### src/rtl/icc_sync_pkg.sv
// Shared constants, word classes and state encoding for the clock-sync word receiver.
// Latency: n/a (package only).
// Backpressure: n/a (package only).
package icc_sync_pkg;

    localparam logic [15:0] IDLE_WORD = 16'h00bc;
    localparam logic [15:0] AREQ_WORD = 16'h01bc;
    localparam logic [1:0]  K_LOW     = 2'b01;

    // Data word layout: {action[4:0], index[2:0], byte[7:0]}
    localparam int ACT_MSB  = 15;
    localparam int ACT_LSB  = 11;
    localparam int IDX_MSB  = 10;
    localparam int IDX_LSB  = 8;
    localparam int BYTE_MSB = 7;
    localparam int BYTE_LSB = 0;

    typedef enum logic [4:0] {
        ACT_NONE = 5'd0,
        ACT_T1   = 5'd1,
        ACT_T2   = 5'd2,
        ACT_T3   = 5'd3,
        ACT_T4   = 5'd4
    } act_e;

    typedef enum logic [1:0] {
        ST_IDLE    = 2'd0,
        ST_COLLECT = 2'd1,
        ST_DONE    = 2'd2
    } state_e;

    typedef enum logic [2:0] {
        W_IDLEW,
        W_AREQ,
        W_BADK,
        W_DATA,
        W_BADCODE
    } wcls_e;

    // Code errors dominate: a word with a bad symbol cannot be trusted as anything else.
    function automatic wcls_e classify(input logic [15:0] d, input logic [1:0] k,
                                       input logic [1:0] de, input logic [1:0] nt);
        wcls_e c;
        if ((|de) || (|nt))                 c = W_BADCODE;
        else if (k == K_LOW && d == IDLE_WORD) c = W_IDLEW;
        else if (k == K_LOW && d == AREQ_WORD) c = W_AREQ;
        else if (k != 2'b00)                c = W_BADK;
        else                                c = W_DATA;
        return c;
    endfunction

    function automatic logic is_ts_act(input logic [4:0] a);
        return (a >= ACT_T1) && (a <= ACT_T4);
    endfunction

endpackage

### src/rtl/icc_sat_counter.sv
// Saturating event counter with synchronous clear (clear beats increment).
// Latency: count updates on the edge after inc_i.
// Backpressure: none; every increment pulse is accepted.
module icc_sat_counter #(
    parameter int CNTW = 16
) (
    input  logic            clk_i,
    input  logic            rst_ni,
    input  logic            clr_i,
    input  logic            inc_i,
    output logic [CNTW-1:0] cnt_o
);

    logic [CNTW-1:0] cnt_q, cnt_d;

    // Next count: clear first, otherwise increment unless already all-ones.
    always_comb begin
        cnt_d = cnt_q;
        if (clr_i)
            cnt_d = '0;
        else if (inc_i && (cnt_q != {CNTW{1'b1}}))
            cnt_d = cnt_q + CNTW'(1);
    end

    // Count register.
    always_ff @(posedge clk_i or negedge rst_ni) begin
        if (!rst_ni) cnt_q <= '0;
        else         cnt_q <= cnt_d;
    end

    assign cnt_o = cnt_q;

endmodule

### src/rtl/icc_sync_rx.sv
// Decodes 8-word clock-sync frames from the GT rx stream into 64-bit timestamps plus arrival time.
// Latency: 2 clk from last frame word at the pins to ts_valid.
// Backpressure: none; the consumer must take every ts_valid/alignreq/frame_err strobe.
module icc_sync_rx
    import icc_sync_pkg::*;
#(
    parameter int DWIDTH = 16,
    parameter int CNTW   = 16
) (
    input  logic              clk,
    input  logic              resetn,
    input  logic [DWIDTH-1:0] rxdata,
    input  logic [1:0]        rxcharisk,
    input  logic [1:0]        rxdisperr,
    input  logic [1:0]        rxnotintable,
    input  logic              rxbyteisaligned,
    input  logic [63:0]       localts,
    input  logic              clr_cnt,
    output logic              ts_valid,
    output logic [4:0]        ts_action,
    output logic [63:0]       ts_value,
    output logic [63:0]       ts_arrival,
    output logic              alignreq,
    output logic              frame_err,
    output logic [CNTW-1:0]   frame_err_cnt,
    output logic [CNTW-1:0]   code_err_cnt
);

    logic [DWIDTH-1:0] rxdata_q;
    logic [1:0]        charisk_q, disperr_q, notintable_q;
    logic              aligned_q;
    logic [63:0]       localts_q;

    state_e      state_q, state_d;
    logic [7:0]  mask_q, mask_d;
    logic [63:0] buf_q, buf_d;
    logic [4:0]  act_q, act_d;
    logic [63:0] arr_q, arr_d;
    logic        ts_valid_q, ts_valid_d;
    logic [4:0]  ts_action_q, ts_action_d;
    logic [63:0] ts_value_q, ts_value_d;
    logic [63:0] ts_arrival_q, ts_arrival_d;
    logic        alignreq_q, alignreq_d;
    logic        frame_err_q, frame_err_d;

    wcls_e       wcls;
    logic [4:0]  w_act;
    logic [2:0]  w_idx;
    logic [7:0]  w_byte;
    logic [7:0]  w_bit;

    assign wcls   = classify(rxdata_q, charisk_q, disperr_q, notintable_q);
    assign w_act  = rxdata_q[ACT_MSB:ACT_LSB];
    assign w_idx  = rxdata_q[IDX_MSB:IDX_LSB];
    assign w_byte = rxdata_q[BYTE_MSB:BYTE_LSB];
    assign w_bit  = 8'b1 << w_idx;

    // Input stage: word, status and local time captured together so arrival time lines up with the word.
    always_ff @(posedge clk or negedge resetn) begin
        if (!resetn) begin
            rxdata_q     <= '0;
            charisk_q    <= '0;
            disperr_q    <= '0;
            notintable_q <= '0;
            aligned_q    <= 1'b0;
            localts_q    <= '0;
        end else begin
            rxdata_q     <= rxdata;
            charisk_q    <= rxcharisk;
            disperr_q    <= rxdisperr;
            notintable_q <= rxnotintable;
            aligned_q    <= rxbyteisaligned;
            localts_q    <= localts;
        end
    end

    // Frame assembly FSM; DONE behaves like IDLE for the incoming word so back-to-back frames lose nothing.
    // Index i lands in byte lane 7-i, i.e. bit offset {~i,3'b000}.
    always_comb begin
        state_d      = state_q;
        mask_d       = mask_q;
        buf_d        = buf_q;
        act_d        = act_q;
        arr_d        = arr_q;
        ts_valid_d   = 1'b0;
        ts_action_d  = ts_action_q;
        ts_value_d   = ts_value_q;
        ts_arrival_d = ts_arrival_q;
        frame_err_d  = 1'b0;
        alignreq_d   = (wcls == W_AREQ);

        if (!aligned_q) begin
            frame_err_d = (state_q == ST_COLLECT);
            state_d     = ST_IDLE;
            mask_d      = '0;
        end else begin
            case (state_q)
                ST_COLLECT: begin
                    if (wcls == W_DATA && w_act == act_q && !mask_q[w_idx]) begin
                        mask_d = mask_q | w_bit;
                        buf_d[{~w_idx, 3'b000} +: 8] = w_byte;
                        if (mask_d == 8'hff) begin
                            state_d      = ST_DONE;
                            mask_d       = '0;
                            ts_valid_d   = 1'b1;
                            ts_action_d  = act_q;
                            ts_value_d   = buf_d;
                            ts_arrival_d = arr_q;
                        end
                    end else begin
                        frame_err_d = 1'b1;
                        mask_d      = '0;
                        state_d     = ST_IDLE;
                    end
                end
                default: begin
                    state_d = ST_IDLE;
                    mask_d  = '0;
                    if (wcls == W_DATA && is_ts_act(w_act)) begin
                        mask_d = w_bit;
                        buf_d[{~w_idx, 3'b000} +: 8] = w_byte;
                        act_d   = w_act;
                        arr_d   = localts_q;
                        state_d = ST_COLLECT;
                    end
                end
            endcase
        end
    end

    // FSM, assembly buffer and output registers.
    always_ff @(posedge clk or negedge resetn) begin
        if (!resetn) begin
            state_q      <= ST_IDLE;
            mask_q       <= '0;
            buf_q        <= '0;
            act_q        <= '0;
            arr_q        <= '0;
            ts_valid_q   <= 1'b0;
            ts_action_q  <= '0;
            ts_value_q   <= '0;
            ts_arrival_q <= '0;
            alignreq_q   <= 1'b0;
            frame_err_q  <= 1'b0;
        end else begin
            state_q      <= state_d;
            mask_q       <= mask_d;
            buf_q        <= buf_d;
            act_q        <= act_d;
            arr_q        <= arr_d;
            ts_valid_q   <= ts_valid_d;
            ts_action_q  <= ts_action_d;
            ts_value_q   <= ts_value_d;
            ts_arrival_q <= ts_arrival_d;
            alignreq_q   <= alignreq_d;
            frame_err_q  <= frame_err_d;
        end
    end

    icc_sat_counter #(.CNTW(CNTW)) u_frame_err_cnt (
        .clk_i  (clk),
        .rst_ni (resetn),
        .clr_i  (clr_cnt),
        .inc_i  (frame_err_d),
        .cnt_o  (frame_err_cnt)
    );

    icc_sat_counter #(.CNTW(CNTW)) u_code_err_cnt (
        .clk_i  (clk),
        .rst_ni (resetn),
        .clr_i  (clr_cnt),
        .inc_i  (wcls == W_BADCODE),
        .cnt_o  (code_err_cnt)
    );

    assign ts_valid   = ts_valid_q;
    assign ts_action  = ts_action_q;
    assign ts_value   = ts_value_q;
    assign ts_arrival = ts_arrival_q;
    assign alignreq   = alignreq_q;
    assign frame_err  = frame_err_q;

endmodule

### config.mk
export PLATFORM = sky130hd
export DESIGN_NAME = icc_sync_rx
export DESIGN_NICKNAME = d
export VERILOG_FILES = /design/src/rtl/icc_sync_pkg.sv /design/src/rtl/icc_sat_counter.sv /design/src/rtl/icc_sync_rx.sv
export SDC_FILE = /design/constraint.sdc
export NUM_CORES = 1
export LEC_CHECK = 0
export ABC_CLOCK_PERIOD_IN_PS = 4000
export CAP_MARGIN = 30
export CELL_PAD_IN_SITES_DETAIL_PLACEMENT = 0
export CELL_PAD_IN_SITES_GLOBAL_PLACEMENT = 1
export CORE_MARGIN = 2
export CORE_UTILIZATION = 43
export DETAILED_ROUTE_END_ITERATION = 12
export DONT_BUFFER_PORTS = 1
export GPL_TIMING_DRIVEN = 0
export PLACE_DENSITY_LB_ADDON = 0.12
export SETUP_SLACK_MARGIN = 0.5
export SYNTH_ARGS = -nofsm -noshare
export SYNTH_HDL_FRONTEND = slang
export SYNTH_HIERARCHICAL = 1
export SYNTH_SLANG_ARGS = --single-unit
### constraint.sdc
create_clock -name clk -period 4 [get_ports clk]
set_input_delay 0.8 -clock clk [delete_from_list [all_inputs] [get_ports clk]]
set_output_delay 0.8 -clock clk [all_outputs]
set_load 0.1 [all_outputs]
==> results.json <==
{
  "dpl.hpwl_um": 22490,
  "drc_errors": 0,
  "cpPeakStageDelay_ps": 410,
  "firstDrtPassIters": 4,
  "crit_slowest_cell": "dfrtp_1",
  "vias": 8626,
  "worst_pin_slew_ps": 1842,
  "hold_slack_ps": -68.23,
  "critPathKind": "reg -> reg",
  "fin_crit_ps": 3326,
  "rr_worst_depth": 12,
  "root_buffer": "clkbuf_16",
  "routed_wirelength_um": 35380,
  "area.growth.synth_to_final_pct": 15.91,
  "crit_chain": "buf_2, inv_1, ha_1, o22ai_1, o32a_1, or4_1, buf_1, nand2b_1, buf_2, buf_6, buf_6, mux2_1",
  "yosysSeqAreaShare": 0.6311,
  "clock_latency_ps": 570,
  "ys_warn_count": 6,
  "wl_per_cell_um": 22.13,
  "fp-row-count": 70,
  "place_congestion": 0.7986,
  "syn_area_um2": 15780,
  "die_x_um": 195.6,
  "syn_inst": 1028,
  "total_power_mw": 8.436,
  "synth-edff-count": 0,
  "rsz0062_at_grt": "yes",
  "max_freq_mhz": 300.6,
  "reg2reg_to": "ts_action[1]",
  "power_leakage_nw": 8.966,
  "cts_buffers": 45,
  "port_buffers": 0,
  "crit_start": "rxdata_q[8]",
  "grt_remaining_overflow": 0,
  "setup_viol": 0,
  "clock_sinks": 398,
  "syn_nets": 1126,
  "core_um2": 36350,
  "clock_path_buffers": 3,
  "antenna_found_initial": 12,
  "crit_path_start_kind": "register",
  "drt_iter0_drc": 403,
  "final_nets": 1193,
  "clk_pin_slew_worst_paths_ps": 50,
  "max_slew_margin": -0.2279,
  "ys_ff_latch": 398,
  "cp_top_family": "buffers and inverters",
  "io_pins": 258,
  "die-height_um": 195.6,
  "worstPathMaxFanout": 10,
  "regToRegSetupSlack_ps": 670,
  "post_cts_buffers": 0,
  "cts_tree": "done",
  "cts_max_level": 2,
  "status": "complete, but fails checks",
  "powerDensity_nw_per_um2": 461.2,
  "hold_violations": 70,
  "grtUsageTotal": 0.1882,
  "min_period_over_period": 0.8316,
  "ys_async_sr_fraction": 1.000,
  "grt_pass1_wl_um": 54950,
  "synth_cell_types": 49,
  "routed_via_density": 5.395,
  "dieArea_um2": 38250,
  "syn-mean-instance-area_um2": 15.35,
  "path_buf_inv": 6,
  "worstSetupEndpointType": "register",
  "start_util": 0.4342,
  "clock_skew_ps": 13.95,
  "grt_start_max_net_pins": 399,
  "tns_ps": 0,
  "hold_path.class": "in -> async",
  "peakVddDrop_mv": 0.3301,
  "fill_cells": 3083,
  "worstPathArrival_ps": 3760,
  "ant_nets": 0,
  "violations": "negative hold slack, max-slew violations",
  "r2r-start": "rxdata_q[8]",
  "final_layout_size_suffix_gt1_frac": 0.4098,
  "drv_cap": 0,
  "synthFlopType": "dfrtp_1",
  "grt_pass1_vias": 9034,
  "cp.required_ps": 4440,
  "final-max-slew-violation-count": 188
}
cell families after synthesis:
family	count (synthesis)	share of synthesized area
buffers and inverters	62	0.01903
AND/OR/NAND/NOR	143	0.05780
flip-flops	398	0.6311
multiplexers	339	0.2526
XOR/XNOR	5	0.002775
adder cells (fa/ha/maj)	8	0.006343
AO/OA/AOI/OAI	73	0.03036
worst register-to-register path: stages, from the launching register on:
cell and delay [ps]:
dfrtp_1 410, buf_2 210, inv_1 100, ha_1 240
o22ai_1 120, o32a_1 340, or4_1 390, buf_1 240
nand2b_1 210, buf_2 240, buf_6 220, buf_6 180
mux2_1 320
synth_stat cells, types with 2 or more instances:
cell	count	area share
dfrtp_1	398	0.63
mux2_2	281	0.20
mux2_4	39	0.037
a21oi_1	26	0.0082
clkbuf_1	26	0.0062
nor2_1	19	0.0045
nand2_1	18	0.0043
mux2_1	17	0.012
nand4_1	14	0.0055
o31ai_1	14	0.0067
inv_1	13	0.0031
nor2b_1	12	0.0048
nor4_1	12	0.0048
or4_1	12	0.0057
nor3_1	10	0.0032
buf_1	9	0.0021
buf_6	8	0.0057
ha_1	8	0.0063
o211ai_1	8	0.0038
nand3_1	7	0.0022
buf_2	6	0.0019
o21ai_1	6	0.0019
nand2b_1	5	0.0020
or3_1	5	0.0020
xnor2_1	5	0.0028
a31oi_1	4	0.0016
and3_1	4	0.0016
and4_2	4	0.0025
or4_2	4	0.0022
a32oi_1	3	0.0017
nand3b_1	3	0.0014
nor4_4	3	0.0040
o21ai_0	3	0.00095
a211oi_2	2	0.0016
mux4_2	2	0.0029
nand4_2	2	0.0016
o211ai_2	2	0.0016
o22ai_1	2	0.00079
or3_2	2	0.00095
worst max path at each step:
stage                endpoint  slack, ps  cells after the start
2_1_floorplan       buf_q[24]       1010                      6
3_3_place_gp        buf_q[28]         10                      6
3_5_place_dp        mask_q[2]        320                      8
4_1_cts        ts_arrival[11]        580                     10
5_1_grt          ts_action[2]        500                     12
6_report         ts_action[1]        670                     12
repair_timing:
action / in CTS / in global routing
endpoints found under the hold margin: 398 / 398
cloned: 0 / 0
endpoints found under the setup margin: 78 / 96
resized for setup: 8 / 9
pin swaps: 0 / 0
registers in the layout, indices dropped and copies added, names as in the netlist, 5 cells and up:
name,flops
buf_q,64
ts_arrival,64
arr_q,64
u_frame_err_cnt/cnt_o,16
rxdata_q,16
mask_q,8
ts_value,64
u_code_err_cnt/cnt_o,16
ts_action,5
localts_q,64
act_q,5
metal layers:
| layer | GRT usage | share of wire | up-vias |
|---|---|---|---|
| met1 | 0.2548 | 0.45 | 4420 |
| met4 | 0.06135 | 0.020 | 8 |
| li1 | - | - | 3894 |
| met3 | 0.07168 | 0.085 | 60 |
| met5 | 0 | 0.0016 | - |
| met2 | 0.2794 | 0.45 | 244 |
cell usage in the layout, fill, tap and decap left out, types with 5 or more instances in the layout:
master,netlist,final
a21oi_1,26,26
buf_16,0,12
buf_2,6,9
buf_6,8,11
clkbuf_1,26,25
clkbuf_16,0,47
clkbuf_2,0,12
clkbuf_8,0,13
clkinv_2,0,5
dfrtp_1,398,398
diode_2,0,6
ha_1,8,8
inv_1,13,13
mux2_1,17,17
mux2_2,281,281
mux2_4,39,39
nand2_1,18,18
nand2b_1,5,5
nand3_1,7,7
nand4_1,14,14
nor2_1,19,19
nor2b_1,12,12
nor3_1,10,10
nor4_1,12,11
o211ai_1,8,8
o21ai_1,6,6
o31ai_1,14,14
or3_1,5,5
or4_1,12,12
xnor2_1,5,5
through the flow:
| step | worst slack, ps | std cells | util | area [um^2] | hold WS [ps] |
|---|---|---|---|---|---|
| after floorplan | 1013 | 1028 | - | 15780 | 432.7 |
| after global placement | 13.34 | 1496 | 0.4503 | 16370 | 456.1 |
| after detailed placement | 321.0 | 1508 | 0.4563 | 16580 | 460.9 |
| after CTS | 578.4 | 1585 | 0.4975 | 18080 | -105.4 |
| after global routing | 499.7 | 1595 | 0.5030 | 18280 | -97.85 |
| final | 673.5 | 1599 | 0.5033 | 18290 | -68.23 |
power by group:
group | leakage (nW) | switching (mW) | internal (mW) | total [mW]
Combinational | 2.88 | 0.0889 | 0.0743 | 0.163
Clock | 0.739 | 1.61 | 2.50 | 4.11
Sequential | 5.35 | 0.0633 | 4.10 | 4.16
area by class of cell:
cell class	count	area (um^2)	share of cell area
Multi-Input combinational cell	568	5528	0.3022
Sequential cell	398	9960	0.5445
Clock inverter	9	102.6	0.005609
Clock buffer	68	1385	0.07572
Inverter	13	48.80	0.002668
Buffer	49	269.0	0.01471
Tap cell	468	585.6	0.03201
Antenna cell	6	15.01	0.0008208
Timing Repair Buffer	20	399.1	0.02182
(Power assumes the default switching activity.)
